**config.mk**
```make
export PLATFORM = sky130hd
export DESIGN_NAME = mem_access_unit_flat
export DESIGN_NICKNAME = d
export VERILOG_FILES = /design/src/rtl/mem_access_unit_if.sv /design/src/rtl/mem_access_unit.sv /design/src/flat_wrapper.sv
export SDC_FILE = /design/constraint.sdc
export NUM_CORES = 1
export LEC_CHECK = 0
export ABC_AREA = 1
export BUFFER_PORTS_ARGS = -buffer_cell sky130_fd_sc_hd__clkbuf_2
export CAP_MARGIN = 20
export CORE_ASPECT_RATIO = 0.7
export CORE_MARGIN = 2
export CORE_UTILIZATION = 37
export CTS_CLUSTER_SIZE = 12
export DETAILED_ROUTE_END_ITERATION = 16
export SLEW_MARGIN = 20
export SYNTH_ARGS = -nofsm -noshare
export SYNTH_HDL_FRONTEND = slang
export SYNTH_SLANG_ARGS = --single-unit
```
**constraint.sdc**
```tcl
create_clock -name clk -period 6.3 [get_ports clk]
set_input_delay 0.315 -clock clk [delete_from_list [all_inputs] [get_ports clk]]
set_output_delay 0.315 -clock clk [all_outputs]
set_load 0.1 [all_outputs]
```
**src/rtl/mem_access_unit_if.sv**
```systemverilog
// Request, RAM-port and write-back bundle for mem_access_unit.
// Latency: none, this is wiring only.
// Backpressure: req_ready_o and stall_i travel here; the engine applies them.
interface mem_access_unit_if #(
  parameter int BUS_BYTES = 1
);
  // pipeline side
  logic                   stall_i;
  logic                   req_valid_i;
  logic                   req_ready_o;
  logic                   req_mem_i;
  logic                   req_we_i;
  logic [1:0]             req_size_i;
  logic                   req_signed_i;
  logic [31:0]            req_addr_i;
  logic [31:0]            req_wdata_i;
  logic                   req_wreg_i;
  logic [4:0]             req_waddr_i;
  // RAM arbiter side
  logic                   ram_re_o;
  logic                   ram_we_o;
  logic [31:0]            ram_addr_o;
  logic [BUS_BYTES-1:0]   ram_be_o;
  logic [8*BUS_BYTES-1:0] ram_wdata_o;
  logic [8*BUS_BYTES-1:0] ram_rdata_i;
  // status and MEM/WB side
  logic                   busy_o;
  logic                   wb_valid_o;
  logic                   wb_wreg_o;
  logic [4:0]             wb_waddr_o;
  logic [31:0]            wb_wdata_o;

  // engine view
  modport slave (
    input  stall_i, req_valid_i, req_mem_i, req_we_i, req_size_i, req_signed_i,
           req_addr_i, req_wdata_i, req_wreg_i, req_waddr_i, ram_rdata_i,
    output req_ready_o, ram_re_o, ram_we_o, ram_addr_o, ram_be_o, ram_wdata_o,
           busy_o, wb_valid_o, wb_wreg_o, wb_waddr_o, wb_wdata_o
  );

  // pipeline/RAM environment view
  modport master (
    output stall_i, req_valid_i, req_mem_i, req_we_i, req_size_i, req_signed_i,
           req_addr_i, req_wdata_i, req_wreg_i, req_waddr_i, ram_rdata_i,
    input  req_ready_o, ram_re_o, ram_we_o, ram_addr_o, ram_be_o, ram_wdata_o,
           busy_o, wb_valid_o, wb_wreg_o, wb_waddr_o, wb_wdata_o
  );
endinterface

```
**src/rtl/mem_access_unit.sv**
```systemverilog
// Memory-stage engine: one load/store/pass-through at a time, split into BUS_BYTES-wide RAM beats.
// Latency: pass-through 1 cycle, store 1+beats, load 1+beats*(RD_LAT+1) cycles to wb_valid_o.
// Backpressure: req_ready_o only in IDLE without stall; stall freezes beat issue and holds DONE.
module mem_access_unit #(
  parameter int BUS_BYTES = 1,
  parameter int RD_LAT    = 2
) (
  input  logic             clk,
  input  logic             rst,
  mem_access_unit_if.slave bus
);

  localparam int LW = 8 * BUS_BYTES;

  typedef enum logic [2:0] {
    S_IDLE     = 3'd0,
    S_RD_ISSUE = 3'd1,
    S_RD_WAIT  = 3'd2,
    S_WR_BEAT  = 3'd3,
    S_DONE     = 3'd4
  } state_t;

  state_t r_state;
  state_t w_state_nxt;

  // latched request
  logic        r_mem;
  logic        r_we;
  logic [1:0]  r_size;
  logic        r_signed;
  logic [31:0] r_addr;
  logic [31:0] r_wdata;
  logic        r_wreg;
  logic [4:0]  r_waddr;

  // beat bookkeeping and load assembly
  logic [1:0]  r_beat;
  logic [2:0]  r_cnt;
  logic [31:0] r_res;

  logic [2:0]    w_nbytes;
  logic [1:0]    w_last_beat;
  logic          w_is_last;
  logic          w_accept;
  logic          w_capture;
  logic          w_ready;
  logic          w_re;
  logic          w_we;
  logic          w_wb_valid;
  logic [31:0]   w_beat_addr;
  logic [BUS_BYTES-1:0] w_lane_en;
  logic [LW-1:0] w_lane_wd;
  logic [31:0]   w_res_nxt;
  logic [1:0]    w_bi;
  logic [31:0]   w_load;
  logic [31:0]   w_wb_wdata;

  // Size decode: byte/half/word; size 3 behaves as word.
  always_comb begin
    case (r_size)
      2'd0:    w_nbytes = 3'd1;
      2'd1:    w_nbytes = 3'd2;
      default: w_nbytes = 3'd4;
    endcase
  end

  // Index of the final beat = ceil(nbytes/BUS_BYTES) - 1.
  assign w_last_beat = 2'((32'(w_nbytes) + 32'(BUS_BYTES) - 32'd1) / 32'(BUS_BYTES) - 32'd1);
  assign w_is_last   = (r_beat == w_last_beat);
  assign w_beat_addr = r_addr + 32'(r_beat) * 32'(BUS_BYTES);
  assign w_accept    = (r_state == S_IDLE) && !bus.stall_i && bus.req_valid_i;
  assign w_capture   = (r_state == S_RD_WAIT) && (r_cnt == 3'(RD_LAT));

  // Per-lane enables, store lane data and read-lane merge into the result word.
  always_comb begin
    w_lane_en = '0;
    w_lane_wd = '0;
    w_res_nxt = r_res;
    w_bi      = 2'd0;
    for (int j = 0; j < BUS_BYTES; j++) begin
      if (32'(r_beat) * 32'(BUS_BYTES) + 32'(j) < 32'(w_nbytes)) begin
        w_bi                 = 2'(32'(r_beat) * 32'(BUS_BYTES) + 32'(j));
        w_lane_en[j]         = 1'b1;
        w_lane_wd[8*j +: 8]  = r_wdata[8*w_bi +: 8];
        w_res_nxt[8*w_bi +: 8] = bus.ram_rdata_i[8*j +: 8];
      end
    end
  end

  // Load result extension above the accessed width.
  always_comb begin
    case (r_size)
      2'd0:    w_load = {{24{r_signed & r_res[7]}},  r_res[7:0]};
      2'd1:    w_load = {{16{r_signed & r_res[15]}}, r_res[15:0]};
      default: w_load = r_res;
    endcase
  end

  // Write-back value: ALU result for pass-through, zero for stores, extended data for loads.
  always_comb begin
    if (!r_mem) begin
      w_wb_wdata = r_addr;
    end else if (r_we) begin
      w_wb_wdata = 32'd0;
    end else begin
      w_wb_wdata = w_load;
    end
  end

  // State register.
  always_ff @(posedge clk) begin
    if (rst) begin
      r_state <= S_IDLE;
    end else begin
      r_state <= w_state_nxt;
    end
  end

  // Next-state and strobe decode; stall only blocks new beats, never an in-flight read.
  always_comb begin
    w_state_nxt = r_state;
    w_ready     = 1'b0;
    w_re        = 1'b0;
    w_we        = 1'b0;
    w_wb_valid  = 1'b0;
    case (r_state)
      S_IDLE: begin
        w_ready = !bus.stall_i;
        if (w_accept) begin
          if (!bus.req_mem_i) begin
            w_state_nxt = S_DONE;
          end else if (bus.req_we_i) begin
            w_state_nxt = S_WR_BEAT;
          end else begin
            w_state_nxt = S_RD_ISSUE;
          end
        end
      end
      S_RD_ISSUE: begin
        if (!bus.stall_i) begin
          w_re        = 1'b1;
          w_state_nxt = S_RD_WAIT;
        end
      end
      S_RD_WAIT: begin
        if (w_capture) begin
          w_state_nxt = w_is_last ? S_DONE : S_RD_ISSUE;
        end
      end
      S_WR_BEAT: begin
        if (!bus.stall_i) begin
          w_we = 1'b1;
          if (w_is_last) begin
            w_state_nxt = S_DONE;
          end
        end
      end
      S_DONE: begin
        w_wb_valid = 1'b1;
        if (!bus.stall_i) begin
          w_state_nxt = S_IDLE;
        end
      end
      default: begin
        w_state_nxt = S_IDLE;
      end
    endcase
  end

  // Request latch, beat counter, read-latency counter and result assembly.
  always_ff @(posedge clk) begin
    if (rst) begin
      r_mem    <= 1'b0;
      r_we     <= 1'b0;
      r_size   <= 2'd0;
      r_signed <= 1'b0;
      r_addr   <= 32'd0;
      r_wdata  <= 32'd0;
      r_wreg   <= 1'b0;
      r_waddr  <= 5'd0;
      r_beat   <= 2'd0;
      r_cnt    <= 3'd0;
      r_res    <= 32'd0;
    end else begin
      if (w_accept) begin
        r_mem    <= bus.req_mem_i;
        r_we     <= bus.req_we_i;
        r_size   <= bus.req_size_i;
        r_signed <= bus.req_signed_i;
        r_addr   <= bus.req_addr_i;
        r_wdata  <= bus.req_wdata_i;
        r_wreg   <= bus.req_wreg_i;
        r_waddr  <= bus.req_waddr_i;
        r_beat   <= 2'd0;
        r_cnt    <= 3'd0;
        r_res    <= 32'd0;
      end
      // the cycle after a read strobe is the first cycle of latency
      if (w_re) begin
        r_cnt <= 3'd1;
      end
      if (r_state == S_RD_WAIT) begin
        if (w_capture) begin
          r_res  <= w_res_nxt;
          r_beat <= r_beat + 2'd1;
        end else begin
          r_cnt <= r_cnt + 3'd1;
        end
      end
      if (w_we) begin
        r_beat <= r_beat + 2'd1;
      end
    end
  end

  // RAM port: address/enables/data are forced to zero whenever no strobe is active.
  assign bus.ram_re_o    = w_re;
  assign bus.ram_we_o    = w_we;
  assign bus.ram_addr_o  = (w_re || w_we) ? w_beat_addr : 32'd0;
  assign bus.ram_be_o    = (w_re || w_we) ? w_lane_en : '0;
  assign bus.ram_wdata_o = w_we ? w_lane_wd : '0;

  // Handshake, status and write-back; ready is masked while reset is held.
  assign bus.req_ready_o = w_ready && !rst;
  assign bus.busy_o      = (r_state != S_IDLE);
  assign bus.wb_valid_o  = w_wb_valid;
  assign bus.wb_wreg_o   = w_wb_valid && r_wreg && !(r_mem && r_we);
  assign bus.wb_waddr_o  = w_wb_valid ? r_waddr : 5'd0;
  assign bus.wb_wdata_o  = w_wb_valid ? w_wb_wdata : 32'd0;

endmodule

```
**src/flat_wrapper.sv**
```systemverilog
// flat-port wrapper written by rule: the top's interface ports become plain ports
module mem_access_unit_flat 
#(
  parameter int BUS_BYTES = 1,
  parameter int RD_LAT    = 2
)
  (clk, rst, bus_stall_i, bus_req_valid_i, bus_req_mem_i, bus_req_we_i, bus_req_size_i, bus_req_signed_i, bus_req_addr_i, bus_req_wdata_i, bus_req_wreg_i, bus_req_waddr_i, bus_ram_rdata_i, bus_req_ready_o, bus_ram_re_o, bus_ram_we_o, bus_ram_addr_o, bus_ram_be_o, bus_ram_wdata_o, bus_busy_o, bus_wb_valid_o, bus_wb_wreg_o, bus_wb_waddr_o, bus_wb_wdata_o);
  mem_access_unit_if #(.BUS_BYTES(BUS_BYTES)) bus_i ();
  input  logic clk;
  input  logic rst;
  input wire logic [$bits(bus_i.stall_i)-1:0] bus_stall_i;
  input wire logic [$bits(bus_i.req_valid_i)-1:0] bus_req_valid_i;
  input wire logic [$bits(bus_i.req_mem_i)-1:0] bus_req_mem_i;
  input wire logic [$bits(bus_i.req_we_i)-1:0] bus_req_we_i;
  input wire logic [$bits(bus_i.req_size_i)-1:0] bus_req_size_i;
  input wire logic [$bits(bus_i.req_signed_i)-1:0] bus_req_signed_i;
  input wire logic [$bits(bus_i.req_addr_i)-1:0] bus_req_addr_i;
  input wire logic [$bits(bus_i.req_wdata_i)-1:0] bus_req_wdata_i;
  input wire logic [$bits(bus_i.req_wreg_i)-1:0] bus_req_wreg_i;
  input wire logic [$bits(bus_i.req_waddr_i)-1:0] bus_req_waddr_i;
  input wire logic [$bits(bus_i.ram_rdata_i)-1:0] bus_ram_rdata_i;
  output wire logic [$bits(bus_i.req_ready_o)-1:0] bus_req_ready_o;
  output wire logic [$bits(bus_i.ram_re_o)-1:0] bus_ram_re_o;
  output wire logic [$bits(bus_i.ram_we_o)-1:0] bus_ram_we_o;
  output wire logic [$bits(bus_i.ram_addr_o)-1:0] bus_ram_addr_o;
  output wire logic [$bits(bus_i.ram_be_o)-1:0] bus_ram_be_o;
  output wire logic [$bits(bus_i.ram_wdata_o)-1:0] bus_ram_wdata_o;
  output wire logic [$bits(bus_i.busy_o)-1:0] bus_busy_o;
  output wire logic [$bits(bus_i.wb_valid_o)-1:0] bus_wb_valid_o;
  output wire logic [$bits(bus_i.wb_wreg_o)-1:0] bus_wb_wreg_o;
  output wire logic [$bits(bus_i.wb_waddr_o)-1:0] bus_wb_waddr_o;
  output wire logic [$bits(bus_i.wb_wdata_o)-1:0] bus_wb_wdata_o;
  assign bus_i.stall_i = bus_stall_i;
  assign bus_i.req_valid_i = bus_req_valid_i;
  assign bus_i.req_mem_i = bus_req_mem_i;
  assign bus_i.req_we_i = bus_req_we_i;
  assign bus_i.req_size_i = bus_req_size_i;
  assign bus_i.req_signed_i = bus_req_signed_i;
  assign bus_i.req_addr_i = bus_req_addr_i;
  assign bus_i.req_wdata_i = bus_req_wdata_i;
  assign bus_i.req_wreg_i = bus_req_wreg_i;
  assign bus_i.req_waddr_i = bus_req_waddr_i;
  assign bus_i.ram_rdata_i = bus_ram_rdata_i;
  assign bus_req_ready_o = bus_i.req_ready_o;
  assign bus_ram_re_o = bus_i.ram_re_o;
  assign bus_ram_we_o = bus_i.ram_we_o;
  assign bus_ram_addr_o = bus_i.ram_addr_o;
  assign bus_ram_be_o = bus_i.ram_be_o;
  assign bus_ram_wdata_o = bus_i.ram_wdata_o;
  assign bus_busy_o = bus_i.busy_o;
  assign bus_wb_valid_o = bus_i.wb_valid_o;
  assign bus_wb_wreg_o = bus_i.wb_wreg_o;
  assign bus_wb_waddr_o = bus_i.wb_waddr_o;
  assign bus_wb_wdata_o = bus_i.wb_wdata_o;
  mem_access_unit #(.BUS_BYTES(BUS_BYTES), .RD_LAT(RD_LAT)) u_core (.clk(clk), .rst(rst), .bus(bus_i));
endmodule
```
Word-level counts from Yosys, hierarchy flattened
Index checks and enable logic that the tools add are counted.
W data, S select, Z words.
Word-level totals
  register bits: 115
  bits of input ports: 87
Cells by class
  add/subtract/negate cells: 7
  bitwise gates (word level): 2
  equal/unequal tests: 14
  shifts and indexed selects: 3
  reduce and logical (&&, ||, !) cells: 15
  muxes and demuxes: 39
  order comparisons: 1
Operators by type and width (count)
  $mux W32: 8
  $pmux W32 S2: 1
  $mux W3: 12
  $neg A5 Y34: 1
  $shift A8 B34 Y32 const A: 1
  $shiftx A8 B34 Y32: 1
  $add A32 B2 Y32: 1
  $bwmux W32: 1
  $shiftx A32 B6 Y8: 1
  $mux W8: 2
  $pmux W3 S5: 1
  $mux W2: 5
  $eq A3 B2 Y1 const B: 3
  $logic_and A1 B1 Y1: 7
  $mux W1: 7
  $ne A2 B1 Y1 const B: 3
  $ne A2 B2 Y1 const B: 3
  $pmux W3 S2: 1
  $reduce_and A6 Y1: 1
  $mux W5: 1
  $add A2 B1 Y2 const B: 2
  $sub A2 B1 Y2 const B: 2
  $add A3 B1 Y3 const B: 1
  $eq A3 B1 Y1 const B: 1
  11 further kinds: 14

Logic depth before layout (Yosys ltp)
  word-level depth: 9
  gate-level depth with buffers: 13
  gate-level depth less buffers: 12

Worst setup path after synthesis
OpenSTA, ideal clock, no wires.
  path type: register -> output
  from: register u_core.r_beat[0]
  to: output bus_ram_wdata_o[0]
  path slack: 1.566 ns
  arrival: 4.419 ns
  stages on the path, launching flop included: 11
  cell sequence: dfxtp_1 > clkbuf_2 > inv_1 > clkbuf_1 > ha_1 > inv_1 > nand3_1 > nand2_1 > nor2_1 > nand2_2 > a21oi_1
On the way
  longest elaborated chain between the ends: 3
  elaborated cells on any way between the ends: 4
Ends and longest elaborated chain
  from (decl): line mem_access_unit.sv:37  | logic [1:0] r_beat;
  from (signal assigned): line mem_access_unit.sv:205  | r_beat <= r_beat + 2'd1;
  from (signal assigned): line mem_access_unit.sv:211  | r_beat <= r_beat + 2'd1;
  $shiftx A32 B6 Y8 or $lt A2 B3 Y1 (tied branches): line mem_access_unit.sv:84, mem_access_unit.sv:81
  $mux W8 (*): line mem_access_unit.sv:81  | if (32'(r_beat) * 32'(BUS_BYTES) + 32'(j) < 32'(w_nbytes)) begin
  $mux W8 (*): line mem_access_unit.sv:221  | assign bus.ram_wdata_o = w_we ? w_lane_wd : '0;
  to (decl): line flat_wrapper.sv:27  | output wire logic [$bits(bus_i.ram_wdata_o)-1:0] bus_ram_wdata_o;
Every way passes the cells marked *; elsewhere a longest branch is shown, timed or not.

Worst setup path after layout
  from: register u_core.r_beat[0]
  to: output bus_ram_addr_o[22]
On the way
  longest elaborated chain between the ends: 2
Ends and longest elaborated chain
  $add A32 B2 Y32: line mem_access_unit.sv:70  | assign w_beat_addr = r_addr + 32'(r_beat) * 32'(BUS_BYTES);
  $mux W32: line mem_access_unit.sv:219  | assign bus.ram_addr_o = (w_re || w_we) ? w_beat_addr : 32'd0;
  to (decl): line flat_wrapper.sv:25  | output wire logic [$bits(bus_i.ram_addr_o)-1:0] bus_ram_addr_o;
No other way between the ends.

==> summary.txt <==
Setup path
  • Worst-path cell chain: ha_1 > fa_1 > nand2_1 > nor2_1 > nand2_1 > nor2_2 > nand3b_1 > nand2_1 > nand2_1 > nor2_1 > clkbuf_2
  • Crit-path max FO: 28
  • Max stage delay cell, worst path: dfxtp_1
  • Setup crit start kind: flip-flop
  • Critical Path Sink Type: output pin
  • Worst Path Arrival: roughly 3.5 ns
  • Crit path kind: flip-flop to output pin
  • Slowest stage delay, CP: around 0.95 ns
  • CP most frequent cell: nand2_1
  • Worst endpoint required time: around 6.0 ns

Drt
  • DRT Pass-1 Iters: 8
  • Initial DRC count: 670
  • Via/cell ratio: about 5
  • Detailed-route via count: 7134
  • Residual DRC: 0
  • Post-route ant nets: 0
  • WL final: between 20 and 25 mm
  • WL/cell: approximately 15 µm

Synth
  • Syn_area_per_cell: 6.45 µm²
  • Syn_nets: between 1000 and 1500
  • Sequential element share of the synthesized area: 34.8%
  • Most frequent cell after synthesis: nand2_1
  • Syn Inst Count: between 1000 and 1500
  • Xor-xnor portion of the synthesized cell area: less than 1%
  • Mapped Area: 6620 µm²
  • Post-synth top area cell: dfxtp_1
  • Seq cells post-synth: 115
  • Synth cell count leaders: nand2_1, a21oi_1, inv_1
  • Compound-cell area share of the yosys netlist: 24.0%
  • Top cell type's share of synthesized area: a little over a third
  • Unique masters post-synth: 35
  • EDFF count, synth: 0
  • Top FF cell, synth: dfxtp_1
  • Yosys warns: 0
  • FFs w/ async S/R, synth: 0%
  • Adder-Cell Fraction of Synth Area: under 10%
  • Mux share of post-synthesis cell area: 0%
  • Synth area leaders: dfxtp_1, a21oi_1, nand2_1
  • Main combinational cell family by area after synthesis: simple AND/OR/NAND/NOR gates
  • Post-Synth Simple-Gate Area: between 20% and 30%

Pwr
  • P per Cell Area: about 350 nW/µm²
  • Leakage: 0.00328 µW
  • Switching share of power: approximately two fifths
  • Cell-internal power: approximately 1700 µW
  • Sequential Power Share: between 30 and 40%
  • Maximum vdd drop: around 0.00031 V
  • Clk pwr share: 35.4%
  • Total power: around 2800 µW
  • Combinational fraction of design power: between 30 and 40%
  • Net Switching: 1140 µW

Cells and area
  • Share of cells above drive strength 1: 19.8%
  • Fill cells: roughly 1900
  • Antenna diodes: 0
  • Multi-input gate area: between 3000 and 4000 µm²
  • Register area: 2300 µm²
  • Final #Nets: 1268
  • Fin cells: about 1400
  • Area growth, synth to finish: 22.9%

Clock tree
  • Total CTS buffers: 17
  • Worst skew pair latency: 0.42 ns
  • CTS tree: done
  • Clock buffer depth: 2
  • Htree depth: 4
  • CTS hold repair buffers: 0
  • Clock root buffer: clkbuf_16
  • CTS resizes: 0
  • Setup Fix Bufs, Post-CTS: 0
  • Clk sink count: between 100 and 150
  • Worst-path clk slew: roughly 0.050 ns

STA
  • Worst-Margin Slew: ~0.97 ns
  • Worst slew margin: between 30% and 40%
  • Final period utilization: 59.9%
  • Final Hold Vio Count: 0
  • Crit path time final: ~3.8 ns
  • Setup violations, final: 0
  • Final setup TNS: 0 ns
  • RSZ-0062 raised after global routing: no
  • WHS: 0.167 ns
  • Clock skew: ~0.012 ns
  • Max Clk Rate: around 0.27 GHz
  • Final Max Slew Viols: 0

Die
  • Io pins: 171
  • Core area: 17300 µm²
  • Die area: between 15000 and 20000 µm²
  • Initial Util: approximately two fifths
  • Die extent in y: ~120 µm
  • Die width: ~160 µm
  • Rows: 40

Status
  • Status: finished, final reports clean

Global route
  • Total GRT Usage: roughly 22%
  • First-pass GRT wire length: ~33 mm
  • Initial antenna violation count: 0
  • Largest net degree at the start of global routing: between 80 and 90
  • Overflow after GRT: 0
  • Vias in the first global route: slightly above 6000

Min path
  • Worst min path class: input port to flip-flop

Placement
  • Placer Congestion: 0.870
  • HPWL Detailed: about 16 mm
  • IO Port Bufs: 170
  • Cell count after placement: 1381

Flow run
  • Max Cap Viol: 0
-- routing by layer --
metal  up-vias  global-route usage (%)  share of wire, %
met3        18                    4.80               6.9
met2       232                    31.1                40
met4         0                    5.73               1.0
met1      3238                    34.1                52
met5         -                       0                 0
li1       3646                       -                 -
-- final cells by class --
cell class / instances / share of cell area (%)
Multi-Input combinational cell: 726 / 43.5
Sequential cell: 115 / 28.3
Clock buffer: 18 / 5.28
Tap cell: 231 / 3.55
Timing Repair Buffer: 173 / 10.7
Clock inverter: 14 / 2.31
Inverter: 136 / 6.31
-- cells in the final DEF, fill, tap and decap left out, types with 3 or more instances in the layout --
master        n
nand2_1     192
nor2_4        4
inv_1       127
o21ai_0     111
nor2_1      111
a21oi_1     178
clkinv_2      4
clkbuf_2    170
o21ai_1      12
nand4_1       9
nand3_1      48
xor2_1        4
o221ai_1      6
inv_2         6
nor2_2        4
nand2_2       7
ha_1         11
clkinvlp_4    4
bufinv_16     4
buf_4         3
clkbuf_16    17
dfxtp_1     115
nand2_4       3
nor3_1       15
-- logic make-up after synthesis --
logic type               after synthesis
AND/OR/NAND/NOR                      399
AO/OA/AOI/OAI                        311
buffers and inverters                185
flip-flops                           115
adder cells (fa/ha/maj)               12
XOR/XNOR                               4
-- path summary, 6_finish.rpt --
| check | startpoint | endpoint | slack, ns | cells after the start |
|---|---|---|---|---|
| worst max register to register | u_core.r_beat[0] | u_core.r_res[5] | 3.05 | 7 |
| worst max-delay path | u_core.r_beat[0] | bus_ram_addr_o[22] | 2.53 | 11 |
| worst min-delay path | bus_req_addr_i[16] | u_core.r_addr[16] | 0.17 | 3 |
| worst min register to register | u_core.r_wdata[25] | u_core.r_wdata[25] | 0.44 | 2 |
-- through the flow --
| stage | worst slack, ns | util [%] | cell area (µm²) |
|---|---|---|---|
| 2_1_floorplan | 1.57 | - | 6620 |
| 3_3_place_gp | 3.07 | 43.4 | 7510 |
| 3_5_place_dp | 3.04 | 43.4 | 7510 |
| 4_1_cts | 2.59 | 47.0 | 8130 |
| 5_1_grt | 2.30 | 47.0 | 8130 |
| 6_report | 2.53 | 47.0 | 8130 |
-- sequential cells by signal, indices dropped and copies added (netlist names) --
signal and flops:
u_core.r_addr 32, u_core.r_beat 2, u_core.r_signed 1, u_core.r_wdata 32, u_core.r_cnt 3, u_core.r_wreg 1
u_core.r_state 3, u_core.r_mem 1, u_core.r_res 32, u_core.r_we 1, u_core.r_waddr 5, u_core.r_size 2
-- power groups by stage --
stage / Sequential [µW] / Clock [µW] / Combinational (µW)
global route: 968 / 1060 / 961
detailed placement: 967 / 0 / 871
CTS: 952 / 1020 / 874
floorplan: 924 / 0 / 726
finish: 955 / 1000 / 875
global placement: 967 / 0 / 867
-- worst max-delay path: cells and delay by family, from the launching register on --
kind | cells | cell delay (ns)
buffers and inverters | 1 | 0.46
flip-flops | 1 | 0.95
adder cells (fa/ha/maj) | 2 | 0.53
AND/OR/NAND/NOR | 8 | 1.11
No activity file was read; power rests on OpenSTA's default activity.
